`config.mk`:
```
export PLATFORM = sky130hd
export DESIGN_NAME = d_reg_bank
export DESIGN_NICKNAME = d
export VERILOG_FILES = /design/src/rtl/d_reg_bank.sv
export SDC_FILE = /design/constraint.sdc
export NUM_CORES = 1
export LEC_CHECK = 0
export ABC_AREA = 0
export BUFFER_PORTS_ARGS = -buffer_cell sky130_fd_sc_hd__buf_4
export CAP_MARGIN = 20
export CORE_MARGIN = 1.5
export CORE_UTILIZATION = 30
export DETAILED_ROUTE_END_ITERATION = 7
export SLEW_MARGIN = 0
export SYNTH_ARGS = -nofsm -noshare
export SYNTH_HDL_FRONTEND = slang
export SYNTH_SLANG_ARGS = --single-unit
```
`constraint.sdc`:
```
create_clock -name i_clk -period 1.9 [get_ports i_clk]
set_clock_uncertainty 0.2 [all_clocks]
set_input_delay 0.19 -clock i_clk [delete_from_list [all_inputs] [get_ports i_clk]]
set_output_delay 0.19 -clock i_clk [all_outputs]
set_load 0.05 [all_outputs]
```
`src/rtl/d_reg_bank.sv`:
```
// Multi-channel D register bank: per-channel load/shift/clear under a shared
// enable and mode bus, with change-detect pulses and a snapshot register
// handed to a consumer through a valid/ack handshake.
module d_reg_bank #(
    parameter int unsigned         WIDTH      = 8,
    parameter int unsigned         CHANNELS   = 4,
    parameter logic [WIDTH-1:0]    RESET_VAL  = '0,
    parameter bit                  SHIFT_LEFT = 1'b1
) (
    input  logic                         i_clk,
    input  logic                         i_reset_n,
    input  logic                         i_enable,
    input  logic [1:0]                   i_mode,
    input  logic [CHANNELS-1:0]          i_ch_sel,
    input  logic [CHANNELS*WIDTH-1:0]    i_d,
    input  logic [CHANNELS-1:0]          i_serial_in,
    input  logic                         i_snap,
    input  logic                         i_snap_ack,
    output logic [CHANNELS*WIDTH-1:0]    o_q,
    output logic [CHANNELS-1:0]          o_serial_out,
    output logic [CHANNELS-1:0]          o_changed,
    output logic [CHANNELS*WIDTH-1:0]    o_q_snap,
    output logic                         o_snap_valid,
    output logic                         o_snap_ovf
);

    localparam logic [1:0] ModeHold  = 2'b00;
    localparam logic [1:0] ModeLoad  = 2'b01;
    localparam logic [1:0] ModeShift = 2'b10;
    localparam logic [1:0] ModeClear = 2'b11;

    logic [CHANNELS*WIDTH-1:0] r_q;
    logic [CHANNELS*WIDTH-1:0] r_q_snap;
    logic [CHANNELS-1:0]       r_changed;
    logic                      r_snap_valid;
    logic                      r_snap_ovf;

    logic [CHANNELS*WIDTH-1:0] w_q_next;
    logic [CHANNELS-1:0]       w_changed;

    // Next value of every channel from enable, per-channel select and mode.
    always_comb begin
        w_q_next = r_q;
        for (int i = 0; i < CHANNELS; i++) begin
            if (i_enable && i_ch_sel[i]) begin
                unique case (i_mode)
                    ModeHold:  w_q_next[i*WIDTH +: WIDTH] = r_q[i*WIDTH +: WIDTH];
                    ModeLoad:  w_q_next[i*WIDTH +: WIDTH] = i_d[i*WIDTH +: WIDTH];
                    ModeShift: begin
                        if (SHIFT_LEFT) begin
                            w_q_next[i*WIDTH +: WIDTH] =
                                {r_q[i*WIDTH +: WIDTH-1], i_serial_in[i]};
                        end else begin
                            w_q_next[i*WIDTH +: WIDTH] =
                                {i_serial_in[i], r_q[i*WIDTH+1 +: WIDTH-1]};
                        end
                    end
                    ModeClear: w_q_next[i*WIDTH +: WIDTH] = RESET_VAL;
                endcase
            end
        end
    end

    // Change detect compares the value about to be written with the current one,
    // so reloading an identical value produces no pulse.
    always_comb begin
        w_changed = '0;
        for (int i = 0; i < CHANNELS; i++) begin
            w_changed[i] = (w_q_next[i*WIDTH +: WIDTH] != r_q[i*WIDTH +: WIDTH]);
        end
    end

    // Bit that leaves each channel on the next shift.
    always_comb begin
        o_serial_out = '0;
        for (int i = 0; i < CHANNELS; i++) begin
            o_serial_out[i] = SHIFT_LEFT ? r_q[i*WIDTH + WIDTH - 1] : r_q[i*WIDTH];
        end
    end

    // Live register contents and their change pulses.
    always_ff @(posedge i_clk or negedge i_reset_n) begin
        if (!i_reset_n) begin
            r_q       <= {CHANNELS{RESET_VAL}};
            r_changed <= '0;
        end else begin
            r_q       <= w_q_next;
            r_changed <= w_changed;
        end
    end

    // Snapshot captures pre-update q; a capture while unconsumed data is pending
    // (and not being acknowledged on the same edge) sets the sticky overflow.
    always_ff @(posedge i_clk or negedge i_reset_n) begin
        if (!i_reset_n) begin
            r_q_snap     <= '0;
            r_snap_valid <= 1'b0;
            r_snap_ovf   <= 1'b0;
        end else if (i_snap) begin
            r_q_snap     <= r_q;
            r_snap_valid <= 1'b1;
            if (r_snap_valid && !i_snap_ack) begin
                r_snap_ovf <= 1'b1;
            end
        end else if (i_snap_ack) begin
            r_snap_valid <= 1'b0;
        end
    end

    assign o_q          = r_q;
    assign o_changed    = r_changed;
    assign o_q_snap     = r_q_snap;
    assign o_snap_valid = r_snap_valid;
    assign o_snap_ovf   = r_snap_ovf;

endmodule

```
---- Word-level counts from Yosys, hierarchy flattened ----
Index checks and enable logic that the tools add are counted.
word-level totals
  register bits ........................... 70
  input port bits ......................... 47
operators by class
  equality and inequality tests ........... 7
  mux-type cells .......................... 10
  reduce and logical (&&, ||, !) cells .... 9
operators by type and width
  kind                                                             count
  8-bit case mux with 4 select lines                               4
  8-bit two-way mux                                                4
  8-bit inequality test                                            4
  1-bit logical AND                                                5
  2-bit == test, second input constant                             2
  2-bit by 1-bit == test with 1-bit output, second input constant  1
  2-bit zero test                                                  1
  1-bit two-way mux                                                2
  2-bit AND reduction                                              1
  2-bit nonzero test                                               1
  1-bit zero test                                                  1

---- Depth between registers and ports, before layout ----
Gate-level depths: netlist of run 1.
  word-level depth ........................ 4
  gate-level depth with buffers ........... 7

---- Worst setup path before layout of run 1 ----
Ideal clock, no wire load.
  path type ............................... register to register
  start point ............................. reg r_q[8], in the netlist o_q[8]
  end point ............................... reg r_changed[1], in the netlist o_changed[1]
  data arrival time ....................... 1443 ps
  required time ........................... 1552 ps
  setup slack ............................. 109 ps
  cell stages (with the launch flop) ...... 6
  path through ............................ dfrtp_1 > nand3b_1 > a21oi_1 > and2_0 > a2111oi_0 > o211ai_1
between the ends
  longest elaborated chain between the ends .. 3
ends and longest elaborated chain
  item                                RTL line  RTL
  from (decl)                         32        logic [CHANNELS*WIDTH-1:0] r_q;
  from (signal assigned)              84        r_q <= {CHANNELS{RESET_VAL}};
  from (signal assigned)              87        r_q <= w_q_next;
  8-bit case mux with 4 select lines  46        unique case (i_mode)
  8-bit two-way mux                   45        if (i_enable && i_ch_sel[i]) begin
  8-bit inequality test (*)           69        w_changed[i] = (w_q_next[i*WIDTH +: WIDTH] != r_q[i*WIDTH +: WIDTH]);
  net w_changed[1]                    39        logic [CHANNELS-1:0] w_changed;
  to (signal assigned)                88        r_changed <= w_changed;
  to (decl)                           34        logic [CHANNELS-1:0] r_changed;
Mark *: on every way through the listed nets, which the timed path passes. The rest lies on a longest branch.
A chain may end at the register's enable or synchronous reset.

---- Worst setup path after layout of run 1 ----
  start point ............................. reg r_q[6], in the netlist o_q[6]
  end point ............................... reg r_changed[0], in the netlist o_changed[0]
Same word-level chain as after synthesis.

==> metrics.txt, run 1 <==
largest family of logic cells by synthesized area simple AND/OR/NAND/NOR gates; routed wire length 9.92 mm; vias in the first global route 3,186; FF-to-FF Start o_q[6]$_DFF_PN0_; post-layout util 43.0%; register area 1750 sq um; post-synthesis xor/xnor area fraction 0%; worst-margin pin slew 0.775 ns; Die Ht 114 um; slowest cell delay on critical path 0.41 ns; Max Cap Violations 0; core area 12,000 sq um; setup slack after layout 0.129 ns; Synth Register Bits 70; Slew Limit Fails 0; Max-slew headroom 48.1%; worst endpoint data arrival time 1.76 ns; Hold Fails Final Rpt 0; Vias 3,211; Worst Hold Class input port to async pin; cell area after synthesis 3710 sq um; Clock Tree Buf Depth 2; Slowest cell on crit path dfrtp_1; Worst VDD drop 0.457 mV; post-route insts no fill 638; Initial DRC Count 154; grt total ovfl 0; GPL Wtd Cong 0.831; TNS Setup 0 ns; CP Launch Type register; first-pass GRT wire length 15.8 mm; Avg WL per Cell 15.6 um; initial antenna violation count 0; Synth Area in Compound Gates 17.8%; Synth Area in Adders 0%; post-DP HPWL 6.84 mm; Worst Path Max Fanout 5; post-CTS setup repair buffer count 0; kind of critical path register to register; CP endpoint kind register; Pleak 2.60 nW; pre-CTS setup slack -0.179 ns; clock period minus worst slack 1.77 ns; post-route cell area 5170 sq um; clk sinks 70; dpl cell area 4840 sq um; Initial Utilization 30.9%; Seq/Total Area, Yosys 47.2%; CTS tree yes; mux cell area share after synthesis 9.72%; crit path from o_q[6]$_DFF_PN0_; Die X 114 um; via-per-instance ratio 5.03; critical-path cell list nand3b_1 -> a21oi_1 -> o22ai_1 -> nor4_1 -> o211ai_1; Max Freq 565 MHz; root buffer cell clkbuf_16; Rows 40; syn_nets 399; Syn. warnings 0; Distinct cells, synth 20; hold slack 0.0531 ns; share of cells above drive strength 1 39.9%; H-tree levels 3; Area growth, synth to finish 39.5%; PortBufs 120; Crit path required time 1.89 ns; post-synthesis simple-gate area fraction 18.1%; DRC 0; post-route ant nets 0; DP Cell Count 620; syn avg cell area 10.5 sq um; total track usage 15.7%; largest net degree at the start of global routing 69; CTS clock-pin slew for the worst setup and hold paths 0.06 ns; power density cells 1070 nW/um^2; Setup-failing EPs final 0; Clk Latency, worst-skew pair 0.34 ns; die area 13,000 sq um; n_diodes 0; CTS buffer count 9; post-route clock period utilization 93.2%; total power 5.55 mW; Fillers 1,181; drt first pass iters 6; I/O pin cnt 121; cell count after synthesis 352; outcome complete, no violations; Nets 533; area of the multi-input gates 1700 sq um
-- power by group --
group          switching (mW)  leakage (nW)  internal [mW]
Combinational            1.26          1.54          0.659
Sequential              0.194         0.912           1.72
Clock                   0.636         0.152           1.08
Total                    2.09          2.60           3.46
-- cell usage in the layout, fill, tap and decap left out, drive strengths merged --
cell,n
a31o,1
inv,33
bufinv,1
nand3b,64
a21oi,32
mux2,32
o211ai,8
buf,144
dlygate4sd3,2
a2111oi,8
nand2,4
nor4,4
a21o,33
o22ai,16
and2,24
dfrtp,70
clkbuf,12
clkinv,3
-- cell type report --
class,instances,area share [%]
tap,147,3.56
multi-input combinational,226,32.8
timing repair buffer,146,21.5
inverter,33,2.40
sequential,70,33.9
clock inverter,4,0.871
clock buffer,12,4.96
-- flip-flops by register name, indices dropped and copies added (netlist names) --
register,count
o_changed,4
o_q,32
o_q_snap,32
o_snap_ovf,1
o_snap_valid,1
-- routing by layer --
layer | vias to the layer above | global-route usage, % | wire length (um)
met5 | - | 0 | 0
met1 | 1563 | 19.3 | 4390
met2 | 96 | 25.9 | 4780
met3 | 18 | 4.18 | 529
met4 | 0 | 7.25 | 220
li1 | 1534 | - | -
-- synth_stat cells (all sizes together) --
master	n	area [sq um]
clkbuf	3	11.3
nand2	4	15.0
nor4	4	25.0
a21oi	32	171
dfrtp	70	1750
and2	24	150
a31o	1	8.76
a2111oi	8	70.1
mux2	32	360
a21o	33	248
buf	20	131
o22ai	16	100
nand3b	64	480
inv	33	124
o211ai	8	60.1
-- cell families (layout without fill, tap and decap cells) --
logic type	count (synthesis)	count (layout)
buffers and inverters	56	195
muxes	32	32
and+or+nand+nor	96	96
DFF	70	70
AOI/OAI and AO/OA	98	98
-- critical path, delay by kind of cell, from the launching register on --
family / cells / cell delay [ns]
AOI/OAI and AO/OA: 3 / 0.58
and+or+nand+nor: 2 / 0.43
DFF: 1 / 0.41
-- worst paths after layout --
| check | end | slack [ns] | cells after the start |
|---|---|---|---|
| worst max-delay path | o_changed[0]$_DFF_PN0_ | 0.13 | 5 |
| worst min-delay path | o_q[15]$_DFF_PN0_ | 0.05 | 2 |
| worst max register to register | o_changed[0]$_DFF_PN0_ | 0.13 | 5 |
| worst min register to register | o_snap_ovf$_DFFE_PN0P_ | 0.27 | 1 |
| max in group asynchronous | o_snap_valid$_DFFE_PN0P_ | 0.88 | 3 |
| min in group i_clk | o_q[4]$_DFF_PN0_ | 0.10 | 4 |
-- repair_timing --
action	in CTS	in global routing
hold endpoints to repair	72	0
gates resized for setup	0	2
hold buffers	2	0
endpoints found under the setup margin	0	1
(Power assumes the default switching activity.)
==> run 2: changes to the inputs <==
==> constraint.sdc (replaced) <==
create_clock -name i_clk -period 1.9 [get_ports i_clk]
set_clock_uncertainty 0.2 [all_clocks]
set_input_delay 0.19 -clock i_clk [delete_from_list [all_inputs] [get_ports i_clk]]
set_output_delay 0.19 -clock i_clk [all_outputs]
set_load 0.1 [all_outputs]
==> metrics.txt, run 2 (synthesis gave the netlist of run 1 again) <==
Die Ht 114 um (unchanged); Comb power frac 43.6% (+9.0 points); share of cells above drive strength 1 45.3% (+5.3 points); Clk Latency, worst-skew pair 0.34 ns (about the same); post-CTS setup repair buffer count 0 (unchanged); Clock Tree Buf Depth 2 (unchanged); register area 1790 sq um (+2.2%); dpl cell area 4840 sq um (about the same); hold slack 0.109 ns (+0.0556 ns); Bufs and invs on worst path 0 (unchanged); RSZ-0062 raised after global routing false; n_diodes 0 (unchanged); CP endpoint kind register; CTS clock-pin slew for the worst setup and hold paths 0.05 ns (about the same); Pleak 2.53 nW (-2.9%); Max Freq 584 MHz (+3.4%); power density cells 1250 nW/um^2 (+17%); Crit path depth 5 (unchanged); root buffer cell clkbuf_16; kind of critical path register to register; Net Sw Power 3.00 mW (+43%); Initial DRC Count 124 (-19%); Vias 3,142 (-2.1%); first-pass GRT wire length 15.2 mm (-3.8%); Die X 114 um (unchanged); Max-slew headroom 52.5% (+4.4 points); largest net degree at the start of global routing 67 (-2.9%); delay-heaviest family, CP compound AO/OA/AOI/OAI gates; Switching Fraction 46.3% (+8.6 points); Worst Hold Class input port to register; initial antenna violation count 0 (unchanged); post-route clock period utilization 90.1% (-3.1 points); DP Cell Count 615 (-0.81%); min-delay src i_d[19]; Slew Limit Fails 0 (unchanged); Area growth, synth to finish 39.6% (about the same); Clk pwr share 26.5% (-4.4 points); CTS buffer count 9 (unchanged); Crit path required time 1.88 ns (about the same); Avg WL per Cell 14.9 um (-4.1%); Worst VDD drop 0.602 mV (+32%); grt total ovfl 0 (unchanged); core area 12,000 sq um (unchanged); PortBufs 120 (unchanged); Fillers 1,171 (-0.85%); r2r worst-path depth 5 (unchanged); post-route ant nets 0 (unchanged); commonest cells after routing, fill and taps aside 136 x buf_4, 64 x nand3b_1, 39 x dfrtp_1; Worst Hold End o_q[19]$_DFF_PN0_; outcome complete, no violations; FF-to-FF Start o_q[6]$_DFF_PN0_; Hold Fails Final Rpt 0 (unchanged); vias in the first global route 3,011 (-5.5%); wire length on met2 4.40 mm (-8.0%); WL met1 4.38 mm (-0.18%); Int Power 3.47 mW (+0.49%); post-DP HPWL 6.74 mm (-1.5%); die area 13,000 sq um (unchanged); Worst Path Max Fanout 5 (unchanged); drt first pass iters 4 (-2); I/O pin cnt 121 (unchanged); CP Launch Type register; CTS tree yes; H-tree levels 3 (unchanged); GPL Wtd Cong 0.820 (-1.4%); Slowest cell on crit path dfrtp_2; DRC 0 (unchanged); post-route insts no fill 633 (-0.78%); TNS Setup 0 ns (unchanged); r2r setup slk 0.19 ns (+0.06 ns); Max Cap Violations 0 (unchanged); worst hold path depth 4; worst endpoint data arrival time 1.70 ns (-0.06 ns); worst-margin pin slew 0.709 ns (-0.0659 ns); Setup-failing EPs final 0 (unchanged); via-per-instance ratio 4.96 (-1.4%); critical-path cell list nand3b_1 -> a21oi_1 -> and2_1 -> a2111oi_0 -> o211ai_1; routed wire length 9.44 mm (-4.9%); Initial Utilization 30.9% (unchanged); total track usage 15.1% (-0.64 points); Nets 528 (-0.94%); clock period minus worst slack 1.71 ns (-0.0591 ns); area of the multi-input gates 1690 sq um (-0.30%); most common cell after layout, fill and taps aside buf_4; setup slack after layout 0.188 ns (+0.0591 ns); Reg-to-Reg End o_changed[0]$_DFF_PN0_; Flop pwr share 29.9% (-4.6 points); top sig layer met4; slowest cell delay on critical path 0.43 ns (+0.02 ns); routed wire length on met3 467 um (-12%); Rows 40 (unchanged); pre-CTS setup slack -0.137 ns (+0.0425 ns); post-route cell area 5170 sq um (about the same); clk sinks 70 (unchanged)
run 2: worst min-delay path, delay by kind of cell:
kind	cells	cell delay, ns
simple gates	1	0.07
compound gates	2	0.25
buf+inv	1	0.11
run 2: through the flow:
| stage | utilization (%) | power (mW) |
|---|---|---|
| after floorplan | - | 4.15 |
| after global placement | 40.3 | 4.77 |
| after detailed placement | 40.3 | 4.80 |
| after CTS | 43.0 | 6.57 |
| after global routing | 43.1 | 6.74 |
| final | 43.1 | 6.47 |
run 2: area by class of cell:
class / count / area share, %
inverters: 33 / 2.39
multi-input cells: 226 / 32.7
clock inverters: 3 / 0.822
clock buffers: 13 / 5.03
repair buffers: 141 / 20.9
well taps: 147 / 3.55
flip-flops and latches: 70 / 34.6
run 2: how the worst max path moves through the flow:
stage	to	startpoint	slack, ns
floorplan	o_changed[2]$_DFF_PN0_	o_q[23]$_DFF_PN0_	-0.10
global placement	o_changed[3]$_DFF_PN0_	i_mode[0]	-0.11
detailed placement	o_changed[1]$_DFF_PN0_	i_mode[1]	-0.14
CTS	o_changed[1]$_DFF_PN0_	o_q[14]$_DFF_PN0_	0.18
global route	o_changed[3]$_DFF_PN0_	o_q[27]$_DFF_PN0_	0.06
finish	o_changed[0]$_DFF_PN0_	o_q[6]$_DFF_PN0_	0.19
run 2: what timing repair did:
action                                  CTS  global route
hold endpoints to repair                 72             0
endpoints found under the setup margin    0             2
gates resized for setup                   0             3
hold buffers                              2             0
run 2: metal layers:
metal / GRT usage (%) / vias to the layer above
li1: - / 1523
met3: 3.60 / 11
met5: 0 / -
met4: 7.50 / 0
met2: 22.4 / 79
met1: 20.5 / 1529
run 2: power by group through the flow:
stage	sequential, mW	combinational [mW]	clock (mW)
floorplan	3.60	0.554	0
global placement	1.95	2.82	0
detailed placement	1.96	2.83	0
CTS	1.94	2.84	1.79
global route	1.97	2.93	1.84
finish	1.93	2.83	1.71
